**config.mk**
```make
export PLATFORM = sky130hd
export DESIGN_NAME = sub_bytes
export DESIGN_NICKNAME = d
export VERILOG_FILES = /design/src/rtl/aes_pkg.sv /design/src/rtl/gf256_inv.sv /design/src/rtl/sub_bytes.sv
export SDC_FILE = /design/constraint.sdc
export NUM_CORES = 1
export LEC_CHECK = 0
export CORE_UTILIZATION = 39
export CTS_BUF_LIST = sky130_fd_sc_hd__clkbuf_16
export CTS_CLUSTER_DIAMETER = 50
export CTS_CLUSTER_SIZE = 12
export DETAILED_ROUTE_END_ITERATION = 6
export GPL_ROUTABILITY_DRIVEN = 0
export PLACE_DENSITY = 0.64
export SYNTH_ARGS = -nofsm -noshare
export SYNTH_HDL_FRONTEND = slang
export SYNTH_SLANG_ARGS = --single-unit
```
**constraint.sdc**
```tcl
create_clock -name clk -period 8.24 [get_ports clk]
set_input_delay 1.236 -clock clk [delete_from_list [all_inputs] [get_ports clk]]
set_output_delay 1.236 -clock clk [all_outputs]
set_load 0.005 [all_outputs]
```
**src/rtl/aes_pkg.sv**
```systemverilog
// Shared AES types, field constants and tower-field basis-change matrices.
// Matrices are stored column-wise: column j is the image of input bit j.
package aes_pkg;

  typedef logic [7:0] byte_t;
  typedef logic [7:0][7:0] mat8_t;

  localparam logic [8:0] AES_POLY = 9'h11B;
  localparam byte_t SBOX_AFFINE_C = 8'h63;
  localparam byte_t SBOX_INV_AFFINE_C = 8'h05;

  // GF(2^4) = GF(2)[w]/(w^4+w+1); GF(2^8) ~ GF(2^4)[Y]/(Y^2+Y+lambda)
  localparam logic [4:0] GF16_POLY = 5'h13;
  localparam logic [3:0] GF16_LAMBDA = 4'hC;

  // Tower element t = {h,l} stands for h*Y + l with w = 0xE1, Y = 0xA2
  // in the AES field.
  localparam mat8_t TO_TOWER = {
    8'hB2, 8'h53, 8'hE2, 8'h5F,
    8'h3F, 8'h37, 8'h40, 8'h01
  };

  localparam mat8_t FROM_TOWER = {
    8'hD9, 8'h02, 8'h1A, 8'hA2,
    8'h0C, 8'h5C, 8'hE1, 8'h01
  };

  function automatic byte_t mat_mul(
    input mat8_t m,
    input byte_t v
  );
    byte_t r;
    r = '0;
    for (int j = 0; j < 8; j++) begin
      if (v[j]) r = r ^ m[j];
    end
    return r;
  endfunction

endpackage

```
**src/rtl/gf256_inv.sv**
```systemverilog
// Combinational GF(2^8) inverse (poly 0x11B) through GF((2^4)^2).
// Ports: a = byte to invert, z = its inverse (0 maps to 0).
module gf256_inv
  import aes_pkg::*;
(
  input  logic [7:0] a,
  output logic [7:0] z
);

  function automatic logic [3:0] gf16_mul(
    input logic [3:0] x,
    input logic [3:0] y
  );
    logic [6:0] p;
    p = '0;
    for (int i = 0; i < 4; i++) begin
      if (y[i]) p = p ^ (7'(x) << i);
    end
    for (int i = 6; i >= 4; i--) begin
      if (p[i]) p = p ^ (7'(GF16_POLY) << (i - 4));
    end
    return p[3:0];
  endfunction

  function automatic logic [3:0] gf16_sq(
    input logic [3:0] x
  );
    return {x[3], x[1] ^ x[3], x[2], x[0] ^ x[2]};
  endfunction

  function automatic logic [3:0] gf16_sq_scl(
    input logic [3:0] x
  );
    return gf16_mul(gf16_sq(x), GF16_LAMBDA);
  endfunction

  // x^14 = x^-1 in GF(16), and 0 stays 0
  function automatic logic [3:0] gf16_inv(
    input logic [3:0] x
  );
    logic [3:0] s2, s4, s8;
    s2 = gf16_sq(x);
    s4 = gf16_sq(s2);
    s8 = gf16_sq(s4);
    return gf16_mul(gf16_mul(s2, s4), s8);
  endfunction

  byte_t t;
  logic [3:0] h, l, d, di, hi, li;

  assign t = mat_mul(TO_TOWER, a);
  assign h = t[7:4];
  assign l = t[3:0];

  // (hY+l)^-1 = (h*D^-1)Y + (h+l)*D^-1,
  // D = h^2*lambda + h*l + l^2
  assign d = gf16_sq_scl(h) ^ gf16_mul(h, l) ^ gf16_sq(l);
  assign di = gf16_inv(d);
  assign hi = gf16_mul(h, di);
  assign li = gf16_mul(h ^ l, di);

  assign z = mat_mul(FROM_TOWER, {hi, li});

endmodule

```
**src/rtl/sub_bytes.sv**
```systemverilog
// AES byte substitution, forward or inverse S-box, registered output.
// Ports: clk, rst_n (sync, low), a (byte in), mode (1=fwd, 0=inv), z (byte out).
// Macro SUB_BYTES_INV_EN enables the inverse direction; otherwise fwd only.
module sub_bytes
  import aes_pkg::*;
#(
  parameter byte_t RST_VAL = 8'h00
) (
  input  logic       clk,
  input  logic       rst_n,
  input  logic [7:0] a,
  input  logic       mode,
  output logic [7:0] z
);

  function automatic byte_t affine(
    input byte_t b
  );
    return b
      ^ {b[6:0], b[7]}
      ^ {b[5:0], b[7:6]}
      ^ {b[4:0], b[7:5]}
      ^ {b[3:0], b[7:4]}
      ^ SBOX_AFFINE_C;
  endfunction

  byte_t pre;
  byte_t inv;
  byte_t nxt;

`ifdef SUB_BYTES_INV_EN
  function automatic byte_t inv_affine(
    input byte_t b
  );
    return {b[1:0], b[7:2]}
      ^ {b[4:0], b[7:5]}
      ^ {b[6:0], b[7]}
      ^ SBOX_INV_AFFINE_C;
  endfunction

  assign pre = mode ? a : inv_affine(a);
  assign nxt = mode ? affine(inv) : inv;
`else
  logic unused_mode;
  assign unused_mode = mode;
  assign pre = a;
  assign nxt = affine(inv);
`endif

  gf256_inv u_inv (
    .a (pre),
    .z (inv)
  );

  always_ff @(posedge clk) begin
    if (!rst_n) z <= RST_VAL;
    else z <= nxt;
  end

endmodule

```
==> impl_metrics.csv <==
group,metric,value,unit
grt,grt_util_all_layers,18.9,%
grt,grt_overflow_total,0,
final_layout,nets,440,
cts,htreeDepth,1,
grt,grt_max_degree,31,
setup_path,cp_max_fo,16,
synth,synth_edf_count,0,
synth,yosysWarnings,0,
placement,place_inst,518,
floorplanning,design.core.area,7450,um2
synth,synthesis.area,3070,um2
floorplanning,die_area,8230,um2
grt,antenna_found_initial,0,
final_layout,utilization,46.4,%
synth,ys_async_sr_fraction,0,%
detailed_routing,first_pass_iters,4,
detailed_routing,vias,2982,
cts,cts_sinks,8,
setup_path,startpoint_type,"input pin",
worst_hold_path,min_path_cells,2,
final_layout,final_common_cell,"xnor2_1",
timing,post-route-period-util,93.9,%
cts,cts_buffers,3,
timing,finalMaxSlewViolations,0,
setup_path,end_kind,"flop",
synth,synthTopCellsByArea,"xnor2_1 15%, xnor3_1 5.9%, nand2_1 5.3%, dfxtp_1 5.2%, nor2_1 4.5%",
floorplanning,ios,19,
floorplanning,dieWidth,90.7,um
cts,ctsHoldBuffers,0,
cts,clock_tree.buffer_depth,2,
timing,rsz0062_at_grt,"no",
detailed_routing,postRouteAntennaNets,0,
final_layout,design_area,3460,um2
synth,postSynthCellCount,411,
synth,netlist.area_leader.share,15.4,%
timing,totalNegativeSetupSlack,0,ns
detailed_routing,vias_per_cell,5.71,
timing,tightest_slew,1.04,ns
grt,grt_pass1_vias,2706,
placement,hpwl,5.53,mm
cts,path_clk_slew,0.03,ns
timing,slew_headroom,30.5,%
final_layout,antenna_cells,0,
flow_run,cap_violations,0,
final_layout,final_cell_mix,"54 x xnor2_1, 43 x nand2_1, 37 x nor2_1, 27 x buf_4, 23 x a21oi_1",
worst_hold_path,hold_end,"z[2]$_SDFF_PN0_",
outcome,status,"finished, final reports clean",
grt,grt_pass1_wl,13.2,mm
setup_path,arrival,7.86,ns
setup_path,critPathRequiredTime,8.37,ns
placement,numPortBuffers,17,
final_layout,largest_register,"z",
synth,synthFlopType,"dfxtp_1",
floorplanning,start_util,41.2,%
timing,finalCriticalPeriod,7.73,ns
timing,setup_violations,0,
final_layout,largest_reg_flops,8,
detailed_routing,wl_per_cell,14.6,um
setup_path,startpoint,"a[3]",
worst_hold_path,hold_path.startpoint,"rst_n",
floorplanning,rows,31,
synth,syn-num-nets,426,
synth,synth_seq_cells,8,
timing,fmax,129,MHz
synth,avgSynthCellArea,7.47,um2
final_layout,area_delta_synth_final,12.5,%
worst_hold_path,hold_class,"in2reg",
setup_path,criticalPathCategory,"in2reg",
floorplanning,die_h,90.7,um
placement,dpl_cell_area,3370,um2
synth,synth.distinct_cells,68,
detailed_routing,drt_iter0_drc,117,
final_layout,reg.largest.list,"z: 8 flops",
final_layout,final_layout_size_suffix_gt1_share,14.4,%
detailed_routing,drc_errors,0,
synth,ys_seq_area_share,5.21,%
synth,synth_top_area_cell,"xnor2_1",
cts,tritoncts,"built",
cts,clock-root-buffer,"clkbuf_16",
timing,hold_viol_final,0,
detailed_routing,routed_wl,7.62,mm
final_layout,fin_cells,522,
metal layers:
| layer | up-vias | wire length [um] | global-route usage, % |
|---|---|---|---|
| li1 | 1496 | - | - |
| met4 | 0 | 74 | 4.03 |
| met5 | - | 0 | 0 |
| met2 | 74 | 3540 | 30.8 |
| met1 | 1403 | 3660 | 27.0 |
| met3 | 9 | 348 | 1.26 |
kinds of logic after synthesis:
| group | after synthesis | share of synthesized area (%) |
|---|---|---|
| compound gates | 99 | 22.5 |
| xor+xnor | 91 | 33.9 |
| fa+ha+maj | 4 | 1.63 |
| buf+inv | 43 | 7.17 |
| flops | 8 | 5.21 |
| mux | 16 | 5.54 |
| simple gates | 150 | 24.0 |
worst max-delay path by stage:
stage	slack, ns	cells after the start	end
finish	0.51	27	z[2]$_SDFF_PN0_
global route	0.01	29	z[2]$_SDFF_PN0_
CTS	0.43	27	z[2]$_SDFF_PN0_
detailed placement	0.21	27	z[4]$_SDFF_PN0_
global placement	0.22	27	z[2]$_SDFF_PN0_
floorplan	0.54	30	z[4]$_SDFF_PN0_
cells in the mapped netlist, types with 4 or more instances:
cell,instances
xnor2_1,54
dfxtp_1,8
xor2_1,15
mux2_2,4
inv_1,4
xnor2_2,7
o21ai_0,19
a211oi_1,6
buf_4,7
nand4_1,8
buf_2,14
nor3_1,9
o31ai_1,4
nand3_1,13
ha_1,4
and2_1,10
a22oi_1,4
nand2_1,43
and3_1,5
xnor3_1,8
clkbuf_1,10
a31oi_1,8
nand2b_1,4
mux2i_1,10
o211ai_1,5
nor2_1,37
a21oi_1,23
nor4_1,7
xor2_2,4
layout make-up:
type                            count  area (um2)
Tap cell                           99         124
Sequential cell                     8         160
Multi-Input combinational cell    360        2690
Timing Repair Buffer               44         373
Clock buffer                        3        75.1
Fill cell                         744        3990
Inverter                            8        30.0
through the flow:
step	hold WS, ns	setup WS [ns]
after global placement	1.94	0.223
after floorplan	1.36	0.536
after global routing	1.75	0.0110
final	1.72	0.505
after CTS	1.73	0.429
after detailed placement	1.93	0.206
worst max-delay path, stage by stage:
cell and delay (ns):
clkdlybuf4s50_1 0.51, buf_4 0.22, xnor2_1 0.30, inv_1 0.08, ha_1 0.25, xnor2_1 0.15, xnor2_1 0.21, xnor3_1 0.39
a211o_1 0.31, nand2_1 0.13, inv_1 0.08, ha_2 0.46, buf_4 0.26, clkinv_1 0.32, nand3_1 0.19, a31oi_1 0.10
a311oi_1 0.29, a211oi_1 0.17, xnor2_2 0.25, xor2_2 0.29, mux2_1 0.36, o22ai_2 0.19, xnor2_2 0.17, xnor3_1 0.49
xor2_1 0.17, xnor2_1 0.13, and2_1 0.14
what timing repair did:
item / in CTS / in global routing
gates resized for setup: 0 / 1
buffers inserted: 0 / 1
endpoints found under the setup margin: 0 / 2
Power is left out: the tool's default activity adds up to more than one toggle a clock period on the data nets, which glitch-free logic cannot reach.
